$ cat src/rtl/uart_tx_ctrl.sv
// UART transmit controller: drains the TX FIFO through a one-byte prefetch
// register and serialises each character on txd, paced by an external bit tick.
module uart_tx_ctrl (
    input  logic       clk,
    input  logic       rst_,
    input  logic       tx_en,
    input  logic       fifo_rst,
    input  logic       rempty,
    input  logic [7:0] fifo_data,
    output logic       rinc,
    input  logic       bit_tick,
    input  logic [1:0] data_len,
    input  logic       par_en,
    input  logic       par_odd,
    input  logic       stop2,
    input  logic       tx_break,
    output logic       txd,
    output logic       tx_busy,
    output logic       tx_done
);

    typedef enum logic [2:0] {
        IDLE   = 3'd0,
        START  = 3'd1,
        DATA   = 3'd2,
        PARITY = 3'd3,
        STOP1  = 3'd4,
        STOP2  = 3'd5
    } state_t;

    state_t     state, state_d;
    logic       hold_vld, pend;
    logic [7:0] hold, shift, shift_d;
    logic [2:0] bit_cnt, bit_cnt_d;
    logic [1:0] len_l;
    logic       par_en_l, stop2_l, par_bit;
    logic       load, char_end, line_d;

    function automatic logic [7:0] len_mask(input logic [1:0] len);
        case (len)
            2'b00:   len_mask = 8'h1F;
            2'b01:   len_mask = 8'h3F;
            2'b10:   len_mask = 8'h7F;
            default: len_mask = 8'hFF;
        endcase
    endfunction

    function automatic logic parity_of(input logic [7:0] data, input logic [1:0] len,
                                       input logic odd);
        parity_of = (^(data & len_mask(len))) ^ odd;
    endfunction

    // At most one read in flight: a strobe is blocked while pend or hold is occupied.
    assign rinc    = tx_en & ~rempty & ~hold_vld & ~pend & ~fifo_rst;
    assign tx_busy = (state != IDLE);

    always_ff @(posedge clk or negedge rst_) begin
        if (!rst_) begin
            pend     <= 1'b0;
            hold_vld <= 1'b0;
        end else begin
            pend <= rinc;
            if (fifo_rst)
                hold_vld <= 1'b0;
            else if (pend)
                hold_vld <= 1'b1;
            else if (load)
                hold_vld <= 1'b0;
        end
    end

    // Data registers carry no reset; they are only consumed after a load.
    always_ff @(posedge clk) begin
        if (pend && !fifo_rst)
            hold <= fifo_data;
        shift <= shift_d;
        if (load) begin
            len_l    <= data_len;
            par_en_l <= par_en;
            stop2_l  <= stop2;
            par_bit  <= parity_of(hold, data_len, par_odd);
        end
    end

    always_comb begin
        state_d   = state;
        shift_d   = shift;
        bit_cnt_d = bit_cnt;
        load      = 1'b0;
        char_end  = 1'b0;
        line_d    = 1'b1;
        case (state)
            IDLE:   load = bit_tick & hold_vld;
            START: begin
                if (bit_tick) begin
                    state_d   = DATA;
                    bit_cnt_d = 3'd0;
                end
            end
            DATA: begin
                if (bit_tick) begin
                    shift_d   = shift >> 1;
                    bit_cnt_d = bit_cnt + 3'd1;
                    if (bit_cnt == ({1'b0, len_l} + 3'd4))
                        state_d = par_en_l ? PARITY : STOP1;
                end
            end
            PARITY: begin
                if (bit_tick)
                    state_d = STOP1;
            end
            STOP1: begin
                if (bit_tick) begin
                    if (stop2_l)
                        state_d = STOP2;
                    else
                        char_end = 1'b1;
                end
            end
            STOP2: begin
                if (bit_tick)
                    char_end = 1'b1;
            end
            default: state_d = IDLE;
        endcase
        if (char_end) begin
            state_d = IDLE;
            load    = hold_vld;
        end
        if (load) begin
            state_d = START;
            shift_d = hold;
        end
        // txd is registered, so it follows the state being entered.
        case (state_d)
            IDLE:    line_d = 1'b1;
            START:   line_d = 1'b0;
            DATA:    line_d = shift_d[0];
            PARITY:  line_d = par_bit;
            default: line_d = 1'b1;
        endcase
    end

    always_ff @(posedge clk or negedge rst_) begin
        if (!rst_) begin
            state   <= IDLE;
            bit_cnt <= 3'd0;
            txd     <= 1'b1;
            tx_done <= 1'b0;
        end else begin
            state   <= state_d;
            bit_cnt <= bit_cnt_d;
            txd     <= line_d & ~tx_break;
            tx_done <= char_end;
        end
    end

endmodule
$ cat config.mk
export PLATFORM = sky130hd
export DESIGN_NAME = uart_tx_ctrl
export DESIGN_NICKNAME = d
export VERILOG_FILES = /design/src/rtl/uart_tx_ctrl.sv
export SDC_FILE = /design/constraint.sdc
export NUM_CORES = 1
export LEC_CHECK = 0
export CAP_MARGIN = 10
export CELL_PAD_IN_SITES_DETAIL_PLACEMENT = 2
export CELL_PAD_IN_SITES_GLOBAL_PLACEMENT = 2
export CORE_MARGIN = 5
export CORE_UTILIZATION = 41
export CTS_CLUSTER_DIAMETER = 30
export DETAILED_ROUTE_END_ITERATION = 12
export DONT_BUFFER_PORTS = 1
export GPL_TIMING_DRIVEN = 0
export PLACE_DENSITY_LB_ADDON = 0.25
export SYNTH_ARGS = -nofsm -noshare
export SYNTH_HDL_FRONTEND = slang
export SYNTH_SLANG_ARGS = --single-unit
$ cat constraint.sdc
create_clock -name clk -period 2.1 [get_ports clk]
set_input_delay 0.105 -clock clk [delete_from_list [all_inputs] [get_ports clk]]
set_output_delay 0.105 -clock clk [all_outputs]
set_load 0.01 [all_outputs]
==> flow_summary.ini, run 1 <==
[synth]
synth_async_sr_flop_share_pct = 32.3
ys.flop_type = edfxtp_1
ys_warn_count = 0
synth_cell_types = 42
synthCells = 113
synth_edf_count = 20
synth_seq_cells = 31
syn_nets = 134
synth.avg_cell_area_sq_um = 12.9
syn-cell-area_sq_um = 1460
ys_seq_area_share_pct = 59.9
ys_top_cells_by_area = edfxtp_1 (41%), dfrtp_1 (15%), xnor2_1 (4.2%)
synth_area_leader_cell = edfxtp_1
synthDominantCellAreaShare_pct = 41.3

[hold_path]
min_path_type = in -> reg

[global_route]
grt_pass1_wl_microns = 5530
antenna_found_initial = 0
grt_overflow_total = 0
track_usage_pct = 14.6
grt_pass1_vias = 1159
grt_start_max_net_pins = 16

[setup_path]
cp_common_cell = mux2_4
cp-endpoint = txd
end_kind = register
timing.rr.start = state[2]
crit_start = state[2]
critPathMaxStageDelay_ns = 0.48
r2r_cells = 6
reg2reg_slack_ns = 0.18
path_class = reg -> reg
cp_slowest_cell = dfrtp_1
critPathMaxFanout = 9
reg2reg_to = txd
worst_ep_arrival_time_ns = 2.16
path_cells = and4bb_1 > buf_6 > mux2_4 > mux2_4 > nor3_1 > a311oi_1
crit_required_ns = 2.34
start_kind = register

[clock_tree]
cts_tree = built
clk_pin_slew_ns = 0.10
cts_buffers = 5
cts_root_buf = clkbuf_4
clock_path_buffers = 2
clock-sinks = 31
clock_latency_ns = 0.33
h-tree-depth = 2

[status]
status = finished clean

[layout]
nets = 157
diodes = 0
layoutNonFillerInstCount = 183
final_common_cell = edfxtp_1
fill_cells = 324
seqCellArea_sq_um = 872
multi_input_area_sq_um = 539
area_delta_synth_final_pct = 19.5
layout_common_cells = edfxtp_1 (20), dlygate4sd3_1 (17), nand2_1 (10), dfrtp_1 (9), xnor2_1 (7)
drive_gt1_share_pct = 17.5

[floorplanning]
start_util_pct = 42.9
io_pins = 24
dieArea_sq_um = 4840
core_area_sq_um = 3390
dieWidth_microns = 69.6
num_rows = 21
fp.dieH_microns = 69.6

[power]
worst_ir_drop_vdd_uv = 535
power.density_nw_per_um2 = 1040
p_leak_nw = 0.673

[timing]
timing.fmax_mhz = 521
fin_tns_setup_ns = 0
tightestPinTransition_ns = 0.789
finalSetupViolations = 0
maxSlewHeadroom_pct = 47.3
maxSlewViolCount = 0
hold_viol_final = 0
setup_ws_ns = 0.180
fin_skew_ns = 0.0159
period_share_pct = 91.4
rsz0062_at_grt = false
fin_crit_ns = 1.92

[run]
max-cap-violations = 0

[drt]
first_pass_iters = 4
drc_errors = 0
drt_iter0_markers = 31
num_vias = 994
post_drt_wl_per_cell_microns = 18.7
vias_per_cell = 5.43
ant_nets = 0
routed_wl_microns = 3420

[placed_design]
place_ws_ns = -0.0562
hpwl_microns = 2350
place_inst = 159
io_buffers = 0
gp_congestion = 0.793
## timing repair
action	4_1_cts	5_1_grt
hold endpoints to repair	25	0
setup endpoints to repair	7	0
resized for setup	0	0
hold buffers	17	0
buffers inserted	0	0
## worst max-delay path: cells and delay by family (launching register included)
family	cells	cell delay [ns]
DFF	1	0.48
buffers and inverters	1	0.15
and+or+nand+nor	2	0.53
AOI/OAI and AO/OA	1	0.09
muxes	2	0.59
## through the flow
| step | cell area (sq um) | utilization [%] | total power [mW] | hold WS, ns |
|---|---|---|---|---|
| final | 1740 | 51.3 | 1.81 | 0.0437 |
| after global routing | 1740 | 51.3 | 1.91 | 0.0324 |
| after CTS | 1740 | 51.3 | 1.82 | 0.0390 |
| after detailed placement | 1510 | 44.6 | 1.42 | -0.190 |
| after global placement | 1510 | 44.6 | 1.37 | -0.190 |
| after floorplan | 1460 | - | 1.29 | -0.191 |
## final cells by class
type	instances	share of cell area, %
inverters	4	0.863
plain buffers	4	1.44
multi-input cells	73	31.0
clock buffers	7	3.17
well taps	46	3.31
flip-flops and latches	31	50.1
repair buffers	17	9.78
clock inverters	1	0.288
## synthesized netlist by cell type, drive strengths merged, types with 3 or more instances
cell,n
a22o,8
mux2,3
dfrtp,9
nand2,10
o21ai,5
edfxtp,20
buf,3
xnor2,7
xor2,3
nand3,3
nor2,3
inv,4
nor2b,5
## routing by layer
metal | up-vias | global-route usage [%] | wire (microns)
met3 | 7 | 3.91 | 135
met1 | 504 | 16.2 | 1390
met4 | 0 | 6.07 | 63
met2 | 22 | 26.1 | 1830
li1 | 461 | - | -
met5 | - | 0 | 0
## sequential cells by signal, summed over array words and instances (netlist names)
| name | flops |
|---|---|
| shift | 8 |
| par_en_l | 1 |
| tx_done | 1 |
| par_bit | 1 |
| state | 3 |
| txd | 1 |
| len_l | 2 |
| pend | 1 |
| bit_cnt | 3 |
| hold | 8 |
| stop2_l | 1 |
| hold_vld | 1 |
## report_power, final
group	internal, mW	switching (mW)
combinational	0.271	0.278
clock	0.162	0.204
sequential	0.806	0.0909
total	1.24	0.573
## kinds of logic after synthesis
family / Yosys count / synth area share, %
xor gates and xnor gates: 10 / 6.02
adders and majority gates: 1 / 0.860
muxes: 5 / 4.21
AOI/OAI and AO/OA: 21 / 11.4
DFF: 31 / 59.9
buffers and inverters: 9 / 3.01
and+or+nand+nor: 36 / 14.6
## worst min path at each step
stage,from,to,slack (ns),cells after the start
floorplan,rst_,bit_cnt[0],-0.19,0
global placement,rst_,bit_cnt[2],-0.19,0
detailed placement,rst_,bit_cnt[2],-0.19,0
CTS,data_len[1],par_bit,0.04,2
global route,data_len[1],par_bit,0.03,2
finish,data_len[1],par_bit,0.04,2
No activity file was read; power rests on OpenSTA's default activity.
==> run 2, diff against run 1 <==
- PLACE_DENSITY: not set -> 0.85
- PLACE_DENSITY_LB_ADDON: 0.25 -> not set
==> flow_summary.ini, run 2 (same netlist as run 1, synthesis figures left out) <==
[status]
status = finished clean

[clock_tree]
clock_latency_ns = 0.35
clock-sinks = 31
cts_buffers = 5
h-tree-depth = 2
clk_pin_slew_ns = 0.11
cts_root_buf = clkbuf_4
cts_tree = built
cts_repair_resize_count = 0
clock_path_buffers = 2
post_cts_buffers = 0

[hold_path]
min_path_type = in -> reg
holdPathEnd = pend
min_from = rempty
hold_depth = 2

[global_route]
track_usage_pct = 16.7
grt_pass1_vias = 1148
antenna_found_initial = 0
grt_overflow_total = 0
grt_pass1_wl_microns = 6100
grt_start_max_net_pins = 16

[drt]
drc_errors = 0
vias_per_cell = 5.45
drt_iter0_markers = 53
routed_wl_microns = 3870
ant_nets = 0
post_drt_wl_per_cell_microns = 21.3
first_pass_iters = 4
num_vias = 992

[setup_path]
cp_common_cell = mux2_4
critPathBufInv = 1
r2r_cells = 6
critPathMaxStageDelay_ns = 0.49
path_class = reg -> reg
timing.rr.start = state[2]
critPathMaxFanout = 9
path_delay_family = multiplexers
cp_num_cells = 6
crit_required_ns = 2.37
worst_ep_arrival_time_ns = 2.13
reg2reg_to = txd
cp_slowest_cell = dfrtp_1
start_kind = register
end_kind = register
path_cells = and4bb_1 > buf_6 > mux2_4 > mux2_4 > nor3_1 > a311oi_1
reg2reg_slack_ns = 0.24

[layout]
layoutNonFillerInstCount = 182
final_util_pct = 51.5
area_delta_synth_final_pct = 19.9
drive_gt1_share_pct = 17.6
layout_common_cells = edfxtp_1 (20), dlygate4sd3_1 (16), nand2_1 (10), dfrtp_1 (9), xnor2_1 (7)
nets = 156
reg_top3 = hold x8, shift x8
fill_cells = 310
diodes = 0
final_common_cell = edfxtp_1

[timing]
finalSetupViolations = 0
maxSlewViolCount = 0
maxSlewHeadroom_pct = 45.4
fin_skew_ns = 0.0155
rsz0062_at_grt = false
fin_tns_setup_ns = 0
setup_ws_ns = 0.241
timing.fmax_mhz = 538
period_share_pct = 88.5
tightestPinTransition_ns = 0.817
fin_crit_ns = 1.86
hold_viol_final = 0

[floorplanning]
start_util_pct = 42.9
io_pins = 24
dieArea_sq_um = 4840
core_area_sq_um = 3390
dieWidth_microns = 69.6
num_rows = 21
fp.dieH_microns = 69.6

[placed_design]
gp_congestion = 0.739
place_inst = 159
io_buffers = 0
place_ws_ns = -0.118
hpwl_microns = 2570

[run]
max-cap-violations = 0

[power]
p_leak_nw = 0.678
power.density_nw_per_um2 = 1100
worst_ir_drop_vdd_uv = 750
[run 2: changes by cell type in the layout (fill, tap and decap cells not counted), sizes merged]
cell and change:
clkinv +1, dlygate4sd3 -1, bufinv +1, clkbuf -2
[run 2: per-stage QoR]
step / power [mW] / area (sq um) / hold slack [ns]
after detailed placement: 1.43 / 1510 / -0.190
after global routing: 2.03 / 1750 / 0.0134
after floorplan: 1.29 / 1460 / -0.191
after global placement: 1.37 / 1510 / -0.190
final: 1.92 / 1750 / 0.0130
after CTS: 1.93 / 1750 / 0.0203
[run 2: timing repair]
action	4_1_cts	5_1_grt
endpoints found under the hold margin	25	0
endpoints found under the setup margin	7	0
hold buffers	16	0
[run 2: power by group]
| group | total [mW] | internal, mW | switching (mW) | leakage, nW |
|---|---|---|---|---|
| Combinational | 0.556 | 0.271 | 0.285 | 0.314 |
| Clock | 0.464 | 0.245 | 0.219 | 0.0426 |
| Sequential | 0.903 | 0.807 | 0.0968 | 0.321 |
[run 2: cell type report]
type / instances / area, sq um / area share [%]
plain buffers: 4 / 25.0 / 1.43
clock buffers: 5 / 37.5 / 2.15
clock inverters: 3 / 38.8 / 2.22
inverters: 4 / 15.0 / 0.860
multi-input cells: 73 / 539 / 30.9
flip-flops and latches: 31 / 872 / 50.0
well taps: 46 / 57.6 / 3.30
repair buffers: 16 / 160 / 9.18
[run 2: layer usage]
| layer | vias up | wire, microns | GRT usage [%] |
|---|---|---|---|
| li1 | 456 | - | - |
| met1 | 504 | 1500 | 17.1 |
| met2 | 25 | 2120 | 30.9 |
| met3 | 7 | 179 | 5.65 |
| met4 | 0 | 71 | 6.51 |
| met5 | - | 0 | 0 |
[run 2: worst max-delay path by stage]
stage / start / endpoint
floorplan: state[2] / shift[1]
global placement: state[2] / shift[7]
detailed placement: state[2] / shift[7]
CTS: state[2] / txd
global route: state[2] / txd
finish: state[2] / txd
[run 2: worst reg2reg max path, delay by kind of cell (launching register included)]
family | cells | cell delay, ns
AOI/OAI and AO/OA | 1 | 0.07
buffers and inverters | 1 | 0.14
DFF | 1 | 0.49
and+or+nand+nor | 2 | 0.51
muxes | 2 | 0.57
==> run 3, diff against run 2 <==
- PLACE_DENSITY: 0.85 -> not set
- PLACE_DENSITY_LB_ADDON: not set -> 0.15
==> flow_summary.ini, run 3 (same netlist as run 1, synthesis figures left out) <==
[layout]
layout_common_cells = edfxtp_1 (20), dlygate4sd3_1 (17), nand2_1 (10), dfrtp_1 (9), xnor2_1 (7)
final_common_cell = edfxtp_1
drive_gt1_share_pct = 18.8
fill_cells = 324
nets = 158
reg_top3 = hold x8, shift x8
design_area_sq_um = 1770
diodes = 0
area_delta_synth_final_pct = 21.3

[clock_tree]
clock_latency_ns = 0.34
clock-sinks = 31
h-tree-depth = 2
clk_pin_slew_ns = 0.11
cts_tree = built
post_cts_buffers = 0
cts_buffers = 5
clock_path_buffers = 2
cts_root_buf = clkbuf_4

[global_route]
grt_start_max_net_pins = 15
antenna_found_initial = 0
grt_overflow_total = 0
track_usage_pct = 14.8
grt_pass1_vias = 1113
grt_pass1_wl_microns = 5460

[drt]
first_pass_iters = 3
ant_nets = 0
vias_per_cell = 5.30
drt_iter0_markers = 23
drc_errors = 0
routed_wl_microns = 3120
num_vias = 975
post_drt_wl_per_cell_microns = 16.9

[setup_path]
end_kind = register
cp_slowest_cell = dfrtp_1
crit_start = state[2]
path_cells = nand2b_1 > and4_4 > clkbuf_2 > or2_1
critPathMaxStageDelay_ns = 0.48
worst_ep_arrival_time_ns = 1.92
path_class = reg -> reg
crit_required_ns = 2.12
critPathMaxFanout = 14
start_kind = register
timing.rr.start = state[2]

[timing]
maxSlewHeadroom_pct = 51.6
fin_tns_setup_ns = 0
tightestPinTransition_ns = 0.725
maxSlewViolCount = 0
hold_viol_final = 0
fin_skew_ns = 0.00763
timing.fmax_mhz = 528
period_share_pct = 90.2
setup_ws_ns = 0.205
rsz0062_at_grt = false
fin_crit_ns = 1.90
finalSetupViolations = 0

[hold_path]
min_path_type = in -> reg
min_from = data_len[1]

[floorplanning]
dieWidth_microns = 69.6
dieArea_sq_um = 4840
num_rows = 21
core_area_sq_um = 3390
start_util_pct = 42.9
io_pins = 24
fp.dieH_microns = 69.6

[placed_design]
place_area_sq_um = 1510
hpwl_microns = 2250
io_buffers = 0
gp_congestion = 0.814
place_ws_ns = -0.0723

[status]
status = finished clean

[power]
p_leak_nw = 0.688
total_power_mw = 1.90
worst_ir_drop_vdd_uv = 614
power.density_nw_per_um2 = 1080

[run]
max-cap-violations = 0
[run 3: cell types whose count changed in the layout (fill, tap and decap cells not counted), sizes merged]
cell         before  now
dlygate4sd3      16   17
clkbuf            6    7
[run 3: per-layer routing]
layer  share of wire (%)  track usage [%]  vias up  wire length [microns]
li1                    -                -      460                      -
met1                  41             15.8      490                   1270
met2                  53             25.8       18                   1660
met3                 3.7             4.35        7                    116
met4                 2.3             8.46        0                     73
met5                   0                0        -                      0
[run 3: repair_timing]
item | CTS | global route
resized for setup | 1 | 0
hold endpoints to repair | 25 | 0
hold buffers | 17 | 0
setup endpoints to repair | 7 | 0
[run 3: final cells by class]
| class | instances | area (sq um) | area share, % |
|---|---|---|---|
| plain buffers | 5 | 30.0 | 1.70 |
| clock buffers | 5 | 37.5 | 2.13 |
| clock inverters | 3 | 43.8 | 2.48 |
| inverters | 4 | 15.0 | 0.850 |
| multi-input cells | 73 | 539 | 30.5 |
| flip-flops and latches | 31 | 872 | 49.4 |
| well taps | 46 | 57.6 | 3.26 |
| repair buffers | 17 | 170 | 9.64 |
[run 3: worst paths after layout]
kind	endpoint	slack, ns	cells past startpoint
setup reg to reg	shift[3]	0.20	4
max in group asynchronous	txd	1.58	1
setup / recovery	shift[3]	0.20	4
hold reg to reg	pend	0.52	1
min in group asynchronous	state[2]	0.16	1
hold / removal	par_bit	0.04	2
[run 3: critical path: cells and delay by family (launching register included)]
kind	cells	cell delay, ns
DFF	1	0.48
and+or+nand+nor	3	0.80
buffers and inverters	1	0.30
[run 3: where the power goes]
group | total [mW] | leakage, nW | internal (mW) | switching (mW)
sequential | 0.894 | 0.321 | 0.806 | 0.0879
clock | 0.476 | 0.0452 | 0.250 | 0.226
combinational | 0.534 | 0.322 | 0.271 | 0.263
[run 3: through the flow]
stage / cells / hold WS [ns] / util [%]
floorplan: 113 / -0.191 / -
global placement: 159 / -0.190 / 44.6
detailed placement: 159 / -0.190 / 44.6
CTS: 184 / 0.0245 / 52.1
global route: 184 / 0.0489 / 52.1
finish: 184 / 0.0444 / 52.1
